### config.mk
export PLATFORM = sky130hd
export DESIGN_NAME = reg_file_onehot
export DESIGN_NICKNAME = d
export VERILOG_FILES = /design/src/rtl/reg_file_onehot.sv
export SDC_FILE = /design/constraint.sdc
export NUM_CORES = 1
export LEC_CHECK = 0
export BUFFER_PORTS_ARGS = -buffer_cell sky130_fd_sc_hd__buf_2
export CAP_MARGIN = 20
export CORE_MARGIN = 2
export CORE_UTILIZATION = 57
export CTS_BUF_LIST = sky130_fd_sc_hd__clkbuf_16
export CTS_CLUSTER_SIZE = 16
export DETAILED_ROUTE_END_ITERATION = 12
export PLACE_DENSITY_LB_ADDON = 0.1
export SETUP_SLACK_MARGIN = 0.5
export SYNTH_ARGS = -nofsm -noshare
export SYNTH_HDL_FRONTEND = slang
export SYNTH_SLANG_ARGS = --single-unit
### constraint.sdc
create_clock -name clock -period 13.6 [get_ports clock]
set_input_delay 4.08 -clock clock [delete_from_list [all_inputs] [get_ports clock]]
set_output_delay 4.08 -clock clock [all_outputs]
set_load 0.01 [all_outputs]
### src/rtl/reg_file_onehot.sv
// 16-entry register file addressed by one-hot selects (bit 15 = R0, bit 0 = R15).
// Optional same-cycle write-through forwarding is enabled by defining REGFILE_WR_BYPASS_EN.
module reg_file_onehot #(
  parameter int DATA_WIDTH = 32,
  parameter bit R0_BA_ZERO = 1'b1
) (
  input  logic                  clock,
  input  logic                  clear,
  input  logic                  Rin,
  input  logic [15:0]           WriteSel,
  input  logic [DATA_WIDTH-1:0] BusMuxIn,
  input  logic                  Rout,
  input  logic                  BAout,
  input  logic [15:0]           ReadSel,
  output logic [DATA_WIDTH-1:0] BusMuxOut,
  output logic                  sel_err,
  output logic [15:0]           written
);

  logic [DATA_WIDTH-1:0] regs [16];
  logic                  wr_en;
  logic                  wr_bad;
  logic                  rd_ok;
  logic                  rd_bad;
  logic [DATA_WIDTH-1:0] rd_data;

  function automatic logic multi_hot(input logic [15:0] v);
    return (v & (v - 16'd1)) != 16'd0;
  endfunction

  function automatic logic one_hot(input logic [15:0] v);
    return (v != 16'd0) && !multi_hot(v);
  endfunction

  assign wr_en  = Rin && one_hot(WriteSel);
  assign wr_bad = Rin && multi_hot(WriteSel);
  assign rd_ok  = Rout && one_hot(ReadSel);
  assign rd_bad = Rout && multi_hot(ReadSel);

  // Storage, debug bitmap and sticky error; clear wins over any write
  always_ff @(posedge clock) begin
    if (clear) begin
      for (int i = 0; i < 16; i++) begin
        regs[i] <= '0;
      end
      written <= 16'd0;
      sel_err <= 1'b0;
    end else begin
      for (int i = 0; i < 16; i++) begin
        if (wr_en && WriteSel[i]) begin
          regs[i]    <= BusMuxIn;
          written[i] <= 1'b1;
        end
      end
      if (wr_bad || rd_bad) begin
        sel_err <= 1'b1;
      end
    end
  end

  // Read mux; illegal or absent selects read as zero
  always_comb begin
    rd_data = '0;
    if (rd_ok) begin
      for (int i = 0; i < 16; i++) begin
        if (ReadSel[i]) begin
          rd_data = regs[i];
        end
      end
`ifdef REGFILE_WR_BYPASS_EN
      if (Rin && (WriteSel == ReadSel)) begin
        rd_data = BusMuxIn;
      end
`endif
      if (R0_BA_ZERO && BAout && ReadSel[15]) begin
        rd_data = '0;
      end
    end
  end

  assign BusMuxOut = rd_data;

endmodule

**Yosys cells after proc, flatten, opt, wreduce, memory -nomap -nowiden**

Memory sizes are Yosys's and may differ from the RTL's.
Cells that the tools add are included.
Widths: inputs -> output; s select.

- Bitwise logic cells: 18
- Mux-type cells: 84
- Add/sub/neg operators: 2
- Reductions and logical operators: 30

Operators with widths:

| operator | number |
|---|---|
| $mux 32 | 34 |
| $reduce_bool 16->1 | 4 |
| $mux 1 | 50 |
| $and 16x16->16 | 2 |
| $sub 16x1->16 const B | 2 |
| $logic_and 1x1->1 | 23 |
| $or 1x1->1 | 16 |
| $logic_not 1->1 | 2 |
| $logic_or 1x1->1 | 1 |

- Input bits: 69
- RAM bits: 512
- Output and inout port bits: 49
- Memories kept: 1
- Flip-flop bits (word level): 17
- Logic and storage cells: 152

Memories:

| name | depth | bits a word | rd ports | clocked after memory_dff | wr ports | RTL line | text |
|---|---|---|---|---|---|---|---|
| regs | 16 | 32 | 16 | 0 | 16 | 20 | `logic [DATA_WIDTH-1:0] regs [16];` |

**Depth between registers and ports, before layout**

- Depth after elaboration: 18
- Mapped depth: 8
- Gate-level depth less buffers: 5

**Worst setup path after synthesis**

Ideal clock, no wire load.

- Path type: input-to-output
- Start: in ReadSel[7]
- End: out BusMuxOut[0]
- Arrival: 6179 ps
- Path buffers: 1
- Data required time: 9520 ps
- Cell stages on the path: 6
- Slack: 3341 ps
- Cell sequence: buf_2 -> or4_4 -> nor4_1 -> mux2i_1 -> nand2_2 -> a2111oi_0

- Word-level cells in the longest chain between the ends: 11
- Elaborated cells between the ends (all ways): 18

RTL lines:

| item | RTL line | text |
|---|---|---|
| start, declared | 14 | `input logic [15:0] ReadSel,` |
| branches (longest 10 deep; another with $sub 16x1->16) | -- |  |
| $mux 32 (*) | 64 | `if (rd_ok) begin` |
| end, declared | 15 | `output logic [DATA_WIDTH-1:0] BusMuxOut,` |

Every way passes the cells marked *.

**Final worst setup path**

- Start: in ReadSel[1]
- End: out BusMuxOut[31]

- Word-level cells in the longest chain between the ends: 17
- Elaborated cells between the ends (all ways): 24

RTL lines:

| item | RTL line | text |
|---|---|---|
| $mux 32 (15 in series) | 66 | `if (ReadSel[i]) begin` |
| $mux 32 | 75 | `if (R0_BA_ZERO && BAout && ReadSel[15]) begin` |
| $mux 32 (*) | 64 |  |

Mark *: on every way between the ends. The rest lies on a longest branch, timed or not.

==> results.tsv <==
stage	metric	value	unit
critical_path	crit_arrival	7.52	ns
critical_path	path_class	primary input to output port	
detailed_routing	vias	17609	
clock_tree	h-tree-depth	2	
critical_path	r2r_cells	3	
power_and_ir_drop	p_leak	0.00835	µW
die	die_y	209	µm
power_and_ir_drop	p_clk_share	38.1	%
global_route	grt.overflow.total	0	
worst_hold_path	min_path_cells	2	
timing	finClkSkew	0	ns
power_and_ir_drop	power_switching	858	µW
clock_tree	holdBufCountCts	0	
outcome	outcome	finished, final reports clean	
timing	timing.final.ws_setup	2.00	ns
detailed_routing	drc_errors	0	
yosys	synth-main-ff-cell	edfxtp_1	
detailed_routing	drtIter0Drc	2751	
critical_path	crit_path_end_kind	output port	
yosys	ys_seq_area_share	65.3	%
clock_tree	cts_tree	done	
global_route	grt_pass1_vias	16510	
cells_and_area	layout-drive-gt1-share	14.9	%
die	start_util	57.5	%
die	dieArea	43900	µm²
power_and_ir_drop	swShare	23.9	%
timing	relSlewSlack	17.3	%
yosys	ys_ff_latch	529	
global_route	antenna_found_initial	5	
clock_tree	clkSlewWorstSetupHoldPaths	0.06	ns
yosys	synth_cell_types	63	
yosys	synth_edf_count	512	
global_route	grt_max_degree	216	
power_and_ir_drop	combPwrFrac	8.6	%
yosys	yosys_warnings	0	
critical_path	critPathMaxFanout	43	
cells_and_area	layout.nets	1968	
cells_and_area	area_growth	10.4	%
timing	period_minus_slack	11.60	ns
clock_tree	clockRootBuffer	clkbuf_16	
yosys	netlist_instances	1920	
global_route	top_usage_layer	met2	
timing	finalMaxSlewViolations	0	
timing	min_period_over_period	85.3	%
detailed_routing	wl_per_cell	29.3	µm
detailed_routing	routed_wl	72500	µm
yosys	async_reset_ff_share	0	%
yosys	syn-mean-instance-area	12.5	µm²
global_route	use_met2	50.4	%
die	pin_count	118	
global_route	grt_pass1_wl	107000	µm
die	fp.dieW	209	µm
die	core_area	41900	µm²
global_route	grt_usage	32.7	%
clock_tree	cts.path.max_buffers	3	
clock_tree	cts_buffers	52	
power_and_ir_drop	total_power	3590	µW
critical_path	worstPathRequired	9.52	ns
clock_tree	clock_latency	0.59	ns
yosys	syn_area	24100	µm²
timing	rsz0062_at_grt	false	
power_and_ir_drop	ir_worst_vdd	80.1	µV
job	drv_cap	0	
die	num_rows	75	
yosys	syn-num-nets	1989	
placed_design	pre_cts_ws	2.02	ns
yosys	synth.top_cell.area_share	63.9	%
global_route	grtUsageMet3	8.05	%
detailed_routing	via_per_inst	7.11	
power_and_ir_drop	powerDensity	135	nW/µm²
placed_design	routabilityCongestion	0.826	
placed_design	port_buffers	117	
cells_and_area	n_fill_cell	3177	
power_and_ir_drop	seqPwrFrac	53.3	%
placed_design	hpwl	42100	µm
clock_tree	cts_resized	0	
detailed_routing	postRouteAntennaNets	0	
timing	holdWs	0.449	ns
detailed_routing	dr.pass1.iters	6	
yosys	ys_top_cells_by_area	edfxtp_1, nor4_1, clkbuf_1	
power_and_ir_drop	intPower	2730	µW
global_route	met1_usage	46.9	%
timing	setup_viol	0	
timing	max_clock_freq	86.2	MHz
worst_hold_path	hp-class	flip-flop to flip-flop	
critical_path	start_kind	primary input	
clock_tree	cts_setup_buffers	0	
timing	worst_pin_slew	1.24	ns
yosys	post-synth-top-area-cell	edfxtp_1	
timing	finalHoldViolCount	0	
timing	fin_tns_setup	0	ns
clock_tree	clock-sinks	529	
[worst paths after layout]
path | to | slack, ns | startpoint
worst max-delay path | BusMuxOut[31] | 2.00 | ReadSel[1]
worst min-delay path | written[8] | 0.45 | written[8]
worst min register to register | written[8] | 0.45 | written[8]
worst max register to register | sel_err | 12.42 | sel_err
[layout make-up]
cell class / count / area (µm²) / share of cell area (%)
antenna: 2 / 5.00 / 0.0188
clock buffer: 53 / 1330 / 4.99
clock inverter: 38 / 251 / 0.946
inverter: 70 / 263 / 0.989
multi-input combinational: 1083 / 7330 / 27.6
sequential: 529 / 15700 / 59.1
tap: 539 / 674 / 2.54
timing repair buffer: 163 / 1000 / 3.78
[placed cells by master, fill, tap and decap left out, drive strengths merged, types with 32 or more instances in the layout]
cell | netlist | routed
buf | 47 | 163
o22ai | 74 | 74
a21oi | 70 | 70
nand2 | 102 | 102
nor2 | 108 | 108
inv | 67 | 84
nand2b | 55 | 55
a2111oi | 34 | 34
nor2b | 35 | 35
o311ai | 49 | 49
nor4 | 290 | 290
clkbuf | 191 | 53
a221o | 32 | 32
nor3 | 32 | 32
a221oi | 39 | 39
edfxtp | 512 | 512
[state kept, by name, summed over array words and instances, names as in the netlist]
name / flops
regs: 512
written: 16
sel_err: 1
[routing by layer]
layer  wire length, µm  share of wire (%)  vias to the layer above
met1             29100                 40                     8730
met3              8340                 12                      121
met4              1640                2.3                        4
li1                  -                  -                     7696
met2             33300                 46                     1058
met5                27              0.037                        -
[per-stage QoR]
stage | area, µm² | std cells | utilization (%)
after floorplan | 24100 | 1920 | -
after global placement | 24900 | 2381 | 59.5
after detailed placement | 24900 | 2382 | 59.6
after CTS | 26500 | 2473 | 63.3
after global routing | 26600 | 2477 | 63.5
final | 26600 | 2477 | 63.5
[kinds of logic after synthesis]
kind of cell | Yosys count | share of synthesized area [%]
xor+xnor | 1 | 0.0364
mux | 2 | 0.0832
buf+inv | 308 | 5.13
flops | 529 | 65.3
simple gates | 661 | 15.0
compound gates | 415 | 14.2
fa+ha+maj | 4 | 0.177
[power by group through the flow]
stage | Clock [µW] | Combinational, µW | Sequential, µW
3_5_place_dp | 0 | 300 | 1940
2_1_floorplan | 0 | 180 | 1940
3_3_place_gp | 0 | 296 | 1940
5_1_grt | 1430 | 327 | 1920
4_1_cts | 1370 | 301 | 1910
6_report | 1370 | 310 | 1910
[Yosys cell counts (all sizes together) (5+ instances only)]
cell	count
a2111oi	34
a211oi	27
a21o	7
a21oi	70
a221o	32
a221oi	39
buf	47
clkbuf	191
dfxtp	17
edfxtp	512
inv	67
nand2	102
nand2b	55
nand3	5
nand3b	10
nand4	12
nor2	108
nor2b	35
nor3	32
nor4	290
o2111ai	7
o211ai	7
o21ai	7
o221ai	25
o22ai	74
o311ai	49
o31ai	12
o32ai	10
[critical path, cell delays in order]
cell and delay, ns:
buf_2 0.40, or4_1 0.71, nor4_1 0.45, mux2i_1 0.27
nand2_2 0.50, buf_4 0.44, a2111oi_0 0.42, buf_2 0.22
No activity file was read; power rests on OpenSTA's default activity.
